`config.mk`:
```
export PLATFORM = sky130hd
export DESIGN_NAME = dcache_2way
export DESIGN_NICKNAME = d
export VERILOG_FILES = /design/src/rtl/dcache_2way.sv
export SDC_FILE = /design/constraint.sdc
export NUM_CORES = 1
export LEC_CHECK = 0
export ABC_AREA = 1
export ABC_CLOCK_PERIOD_IN_PS = 2550
export CAP_MARGIN = 30
export CORE_ASPECT_RATIO = 0.9
export CORE_MARGIN = 2
export CORE_UTILIZATION = 45
export DETAILED_ROUTE_END_ITERATION = 12
export PLACE_DENSITY = 0.61
export SLEW_MARGIN = 20
export SYNTH_ARGS = -nofsm -noshare
export SYNTH_HDL_FRONTEND = slang
export SYNTH_SLANG_ARGS = --single-unit
```
`constraint.sdc`:
```
create_clock -name clock -period 2.55 [get_ports clock]
set_input_delay 0.3825 -clock clock [delete_from_list [all_inputs] [get_ports clock]]
set_output_delay 0.3825 -clock clock [all_outputs]
set_load 0.05 [all_outputs]
```
`src/rtl/dcache_2way.sv`:
```
// Two-way set-associative write-back, write-allocate data cache.
// Optional hit/miss counters behind DCACHE_STATS_EN.
module dcache_2way #(
  parameter int ADDR_W      = 8,
  parameter int SETS        = 4,
  parameter int BLOCK_BYTES = 4
) (
  input  logic                       clock,
  input  logic                       reset,
  input  logic                       read,
  input  logic                       write,
  input  logic [ADDR_W-1:0]          address,
  input  logic [7:0]                 writedata,
  output logic [7:0]                 readdata,
  output logic                       busywait,
  output logic                       mem_read,
  output logic                       mem_write,
  output logic [ADDR_W-$clog2(BLOCK_BYTES)-1:0] mem_address,
  output logic [8*BLOCK_BYTES-1:0]   mem_writedata,
  input  logic [8*BLOCK_BYTES-1:0]   mem_readdata,
`ifdef DCACHE_STATS_EN
  output logic [15:0]                hit_count,
  output logic [15:0]                miss_count,
`endif
  input  logic                       mem_busywait
);

  localparam int IDX_W = $clog2(SETS);
  localparam int OFF_W = $clog2(BLOCK_BYTES);
  localparam int TAG_W = ADDR_W - IDX_W - OFF_W;
  localparam int BLK_W = 8 * BLOCK_BYTES;

  localparam logic [1:0] IDLE      = 2'd0;
  localparam logic [1:0] WRITEBACK = 2'd1;
  localparam logic [1:0] ALLOCATE  = 2'd2;
  localparam logic [1:0] UPDATE    = 2'd3;

  logic [BLK_W-1:0] data_q [SETS][2];
  logic [TAG_W-1:0] tag_q  [SETS][2];
  logic [1:0]       valid_q [SETS];
  logic [1:0]       dirty_q [SETS];
  logic [SETS-1:0]  lru_q;

  logic [1:0] state_q;
  logic [1:0] state_d;
  logic       vic_q;
  logic       vic_c;

  logic [TAG_W-1:0] tag_a;
  logic [IDX_W-1:0] idx;
  logic [OFF_W-1:0] off;
  logic             hit0;
  logic             hit1;
  logic             hit;
  logic             req;
  logic             do_wr;
  logic             idle_hit;
  logic             idle_miss;
  logic             fill;
  logic [BLK_W-1:0] hit_blk;

  assign tag_a = address[ADDR_W-1 -: TAG_W];
  assign idx   = address[OFF_W +: IDX_W];
  assign off   = address[OFF_W-1:0];

  assign hit0 = valid_q[idx][0] &&
                (tag_q[idx][0] == tag_a);
  assign hit1 = valid_q[idx][1] &&
                (tag_q[idx][1] == tag_a);
  assign hit  = hit0 | hit1;

  assign req   = read | write;
  assign do_wr = write & ~read;

  assign idle_hit  = (state_q == IDLE) & req & hit;
  assign idle_miss = (state_q == IDLE) & req & ~hit;
  assign fill      = (state_q == ALLOCATE) & ~mem_busywait;

  assign busywait = req & ~((state_q == IDLE) & hit);

  assign hit_blk  = hit1 ? data_q[idx][1]
                         : data_q[idx][0];
  assign readdata = hit_blk[{off, 3'b000} +: 8];

  // Prefer an empty way, else the least recently used one.
  always_comb begin
    vic_c = lru_q[idx];
    if (!valid_q[idx][0])
      vic_c = 1'b0;
    else if (!valid_q[idx][1])
      vic_c = 1'b1;
  end

  // Controller next-state.
  always_comb begin
    state_d = state_q;
    unique case (state_q)
      IDLE: begin
        if (idle_miss)
          state_d = (valid_q[idx][vic_c] &&
                     dirty_q[idx][vic_c])
                    ? WRITEBACK : ALLOCATE;
      end
      WRITEBACK: begin
        if (!mem_busywait)
          state_d = ALLOCATE;
      end
      ALLOCATE: begin
        if (!mem_busywait)
          state_d = UPDATE;
      end
      UPDATE: state_d = IDLE;
      default: state_d = IDLE;
    endcase
  end

  // Memory-side request signals, quiet outside transfers.
  always_comb begin
    mem_read      = 1'b0;
    mem_write     = 1'b0;
    mem_address   = '0;
    mem_writedata = '0;
    unique case (state_q)
      WRITEBACK: begin
        mem_write     = 1'b1;
        mem_address   = {tag_q[idx][vic_q], idx};
        mem_writedata = data_q[idx][vic_q];
      end
      ALLOCATE: begin
        mem_read    = 1'b1;
        mem_address = {tag_a, idx};
      end
      default: ;
    endcase
  end

  // FSM state, victim latch and per-line status bits.
  always_ff @(posedge clock or negedge reset) begin
    if (!reset) begin
      state_q <= IDLE;
      vic_q   <= 1'b0;
      lru_q   <= '0;
      for (int s = 0; s < SETS; s++) begin
        valid_q[s] <= 2'b00;
        dirty_q[s] <= 2'b00;
      end
    end else begin
      state_q <= state_d;
      if (idle_hit) begin
        lru_q[idx] <= ~hit1;
        if (do_wr)
          dirty_q[idx][hit1] <= 1'b1;
      end
      if (idle_miss)
        vic_q <= vic_c;
      if (state_q == UPDATE) begin
        valid_q[idx][vic_q] <= 1'b1;
        dirty_q[idx][vic_q] <= 1'b0;
      end
    end
  end

  // Data and tag arrays; contents qualified by valid.
  always_ff @(posedge clock) begin
    if (idle_hit && do_wr)
      data_q[idx][hit1][{off, 3'b000} +: 8]
        <= writedata;
    if (fill)
      data_q[idx][vic_q] <= mem_readdata;
    if (state_q == UPDATE)
      tag_q[idx][vic_q] <= tag_a;
  end

`ifdef DCACHE_STATS_EN
  logic after_upd_q;

  // Saturating hit/miss counters; the post-refill hit is not counted.
  always_ff @(posedge clock or negedge reset) begin
    if (!reset) begin
      after_upd_q <= 1'b0;
      hit_count   <= '0;
      miss_count  <= '0;
    end else begin
      after_upd_q <= (state_q == UPDATE);
      if (idle_hit && !after_upd_q &&
          hit_count != 16'hFFFF)
        hit_count <= hit_count + 16'd1;
      if (idle_miss && miss_count != 16'hFFFF)
        miss_count <= miss_count + 16'd1;
    end
  end
`endif

endmodule

```
==> flow_metrics.py <==
metrics = {
    "timing": {
        "worst_pin_slew_ns": 0.7186,
        "grt_setup_unrepaired": "yes",
        "period_share_pct": 110.4,
        "setup_viol": 9,
        "holdWs_ns": 0.2299,
        "clock_skew_ns": 0.03704,
        "max_freq_mhz": 355.2,
        "hold_violations": 0,
        "max_slew_margin_pct": 51.59,
        "final.min_clock_period_ns": 2.816,
        "fin_ws_ns": -0.2655,
        "finalMaxSlewViolations": 0,
    },
    "cells_and_area": {
        "fillers": 2459,
        "syn_to_final_growth_pct": 42.04,
        "multi_input_area_um2": 5084,
        "fin_cells": 2186,
        "drive_above_1_share_pct": 29.55,
        "finalNetCount": 1808,
        "seq_area_um2": 9224,
        "antennaDiodeCount": 0,
        "final_area_um2": 20570,
    },
    "yosys": {
        "synth_fa_ha_area_share_pct": 0.8638,
        "synth_cell_type_count": 35,
        "synth_nets": 1488,
        "ys_seq_elements": 311,
        "yosysTopAreaCellShare_pct": 59.70,
        "synthTopCellsByArea": "edfxtp_1, nand2_1, dfrtp_1",
        "synth_mux_area_share_pct": 0,
        "yosysWarnings": 0,
        "synth_largest_area_cell": "edfxtp_1",
        "synthCells": 1425,
        "synth_top_family_by_area": "simple AND/OR/NAND/NOR gates",
        "synth-xor-area-share_pct": 0,
        "synth_area_um2": 14490,
        "synth_compound_area_share_pct": 10.89,
        "yosysSeqAreaShare_pct": 63.68,
        "synthSimpleGateAreaFrac_pct": 19.12,
        "syn_area_per_cell_um2": 10.17,
    },
    "floorplanning": {
        "initial_core_util_pct": 45.54,
        "coreArea_um2": 31810,
        "dieArea_um2": 33640,
        "die_h_um": 174.2,
        "rows": 62,
        "die_w_um": 193.1,
        "design.portCount": 102,
    },
    "placement": {
        "gp_congestion": 0.8850,
        "numPortBuffers": 101,
        "dp_slack_ns": -0.5829,
        "placedCellCount": 2095,
        "place_hpwl_um": 32780,
        "dpl_cell_area_um2": 18540,
    },
    "worst_setup_path": {
        "slowest_delay_ns": 0.35,
        "rr_worst_depth": 15,
        "reg2reg_slack_ns": 0.08,
        "r2r_start": "tag_q[3][3]",
        "required_ns": 2.17,
        "arrival_ns": 2.43,
        "startpoint_type": "flop",
        "critPathTopFamily": "simple AND/OR/NAND/NOR gates",
        "crit_chain": "nand2_1 -> nand2_1 -> nand2_2 -> nand2_2 -> nand2_1 -> nand3_2 -> nor2_4 -> buf_12 -> buf_12 -> buf_12 -> nand3_1 -> nand3_1 -> nand2_1 -> nand2_1 -> nand2_2 -> buf_12",
        "crit_path_frequent_cell": "nand2_1",
        "path_buf_inv": 4,
        "crit_slowest_cell": "edfxtp_1",
        "worstSetupEndpointType": "output port",
        "crit_fanout": 9,
        "critical_path_class": "flop to output port",
        "regToRegEndpoint": "data_q[2][17]",
    },
    "clocking": {
        "ctsHoldBuffers": 0,
        "cts.reportedPaths.clkPinSlew_ns": 0.06,
        "h-tree-depth": 2,
        "cts.path.max_buffers": 3,
        "cts_sinks": 311,
        "cts_tree": "done",
        "cts_root_buffer": "clkbuf_16",
        "insertion_delay_ns": 0.53,
        "numCtsBuffers": 34,
    },
    "drt": {
        "routed_wl_um": 47760,
        "drt_iter0_drc": 1309,
        "vias": 12050,
        "post_drt_wl_per_cell_um": 21.85,
        "drc": 0,
        "first_pass_iters": 6,
        "ant_nets": 0,
        "vias_per_cell": 5.511,
    },
    "grt": {
        "grtUsageTotal_pct": 28.08,
        "grt_max_degree": 39,
        "grt_pass1_wl_um": 69490,
        "grt_overflow_total": 0,
        "grt_pass1_vias": 11610,
        "antenna_found_initial": 0,
    },
    "run_status": {
        "violations": "setup timing",
        "status": "finished with violations",
    },
    "power": {
        "ir_worst_vdd_uv": 604.9,
        "p_per_area_nw_per_um2": 780.6,
        "leakage_nw": 8.320,
    },
    "run": {
        "drv_cap": 0,
    },
    "worst_hold_path": {
        "hp-class": "primary input to async pin",
    },
}
-- cell usage in the layout, fill, tap and decap left out, drive strengths merged, types with 23 or more instances in the layout --
| cell | count |
|---|---|
| o21ai | 80 |
| nand2 | 496 |
| dfrtp | 23 |
| nand3 | 84 |
| clkdlybuf4s50 | 50 |
| nor2 | 41 |
| a221oi | 41 |
| a21oi | 88 |
| buf | 308 |
| nor3 | 26 |
| inv | 107 |
| edfxtp | 288 |
| clkbuf | 49 |
-- area by class of cell --
type | instances | share of cell area, %
Clock buffer | 41 | 4.366
Multi-Input combinational cell | 923 | 24.71
Timing Repair Buffer | 368 | 20.57
Sequential cell | 311 | 44.83
Inverter | 107 | 2.074
Clock inverter | 20 | 0.9243
Tap cell | 416 | 2.530
-- worst reg2reg max path, cell delays in order (launching register included) --
cell,delay [ns]
edfxtp_1,0.37
nand2_1,0.08
nand2_1,0.06
nand2_2,0.07
nand2_2,0.07
nand2_2,0.09
nand2_2,0.08
nor2_4,0.10
buf_12,0.15
nand2_4,0.11
buf_6,0.14
buf_4,0.15
inv_8,0.09
nand4_4,0.22
a21oi_4,0.21
buf_4,0.18
-- stage by stage --
step	TNS [ns]	util (%)	total power, W
floorplan	-0.4655	-	0.008689
global placement	-142.02	58.30	0.01088
detailed placement	-159.53	58.30	0.01092
CTS	-2.061	63.24	0.01589
global route	-3.759	64.69	0.01664
finish	-1.990	64.69	0.01606
-- timing repair --
item                       4_1_cts  5_1_grt
pin swaps                       10       32
setup buffers                   14        3
resized for setup               58       59
setup endpoints to repair      150      112
gates cloned                     6        9
-- layer usage --
| layer | wire length [um] | vias to the layer above | track usage, % |
|---|---|---|---|
| li1 | - | 5618 | - |
| met4 | 1511 | 0 | 9.186 |
| met3 | 3494 | 102 | 3.654 |
| met1 | 20240 | 5810 | 39.66 |
| met5 | 0 | - | 0 |
| met2 | 22510 | 518 | 45.06 |
-- cells by family after synthesis --
group	Yosys count
AO/OA/AOI/OAI	249
adder cells (fa/ha/maj)	10
buffers and inverters	192
flip-flops	311
AND/OR/NAND/NOR	663
-- flip-flops by register name (all words and copies together) (netlist names) --
| register | flops |
|---|---|
| data_q | 256 |
| tag_q | 32 |
| dirty_q | 8 |
| valid_q | 8 |
| lru_q | 4 |
| state_q | 2 |
| vic_q | 1 |
-- worst max path at each step --
stage                start             end  slack [ns]  depth (start not counted)
2_1_floorplan   state_q[1]  mem_address[0]       -0.23                          5
3_3_place_gp    address[3]     readdata[3]       -0.57                         13
3_5_place_dp    address[2]   data_q[2][16]       -0.58                         13
4_1_cts        tag_q[3][1]     readdata[2]       -0.24                         15
5_1_grt        tag_q[3][1]     readdata[7]       -0.38                         16
6_report       tag_q[3][1]     readdata[0]       -0.27                         16
-- synthesized netlist by cell type --
cell type	instances
a211oi_1	1
a21boi_0	4
a21oi_1	88
a221oi_1	41
a22oi_1	1
buf_1	7
buf_2	25
buf_4	4
buf_6	3
clkbuf_1	46
clkinv_1	3
dfrtp_1	23
edfxtp_1	288
ha_1	10
inv_1	99
inv_2	5
nand2_1	490
nand2_2	3
nand2_4	2
nand3_1	82
nand3_2	2
nand4_1	4
nand4_2	8
nor2_1	38
nor2_2	1
nor2_4	2
nor3_1	26
o2111a_1	22
o211ai_1	4
o21a_1	2
o21ai_0	78
o21ai_1	2
o221ai_1	1
o22ai_1	5
or2_2	5
-- where the power goes --
part / total (W) / switching (W) / internal, W
Clock: 0.00485 / 0.00201 / 0.00284
Combinational: 0.00505 / 0.00311 / 0.00194
Sequential: 0.00616 / 0.000110 / 0.00605
Total: 0.0161 / 0.00523 / 0.0108
(Power assumes the default switching activity.)
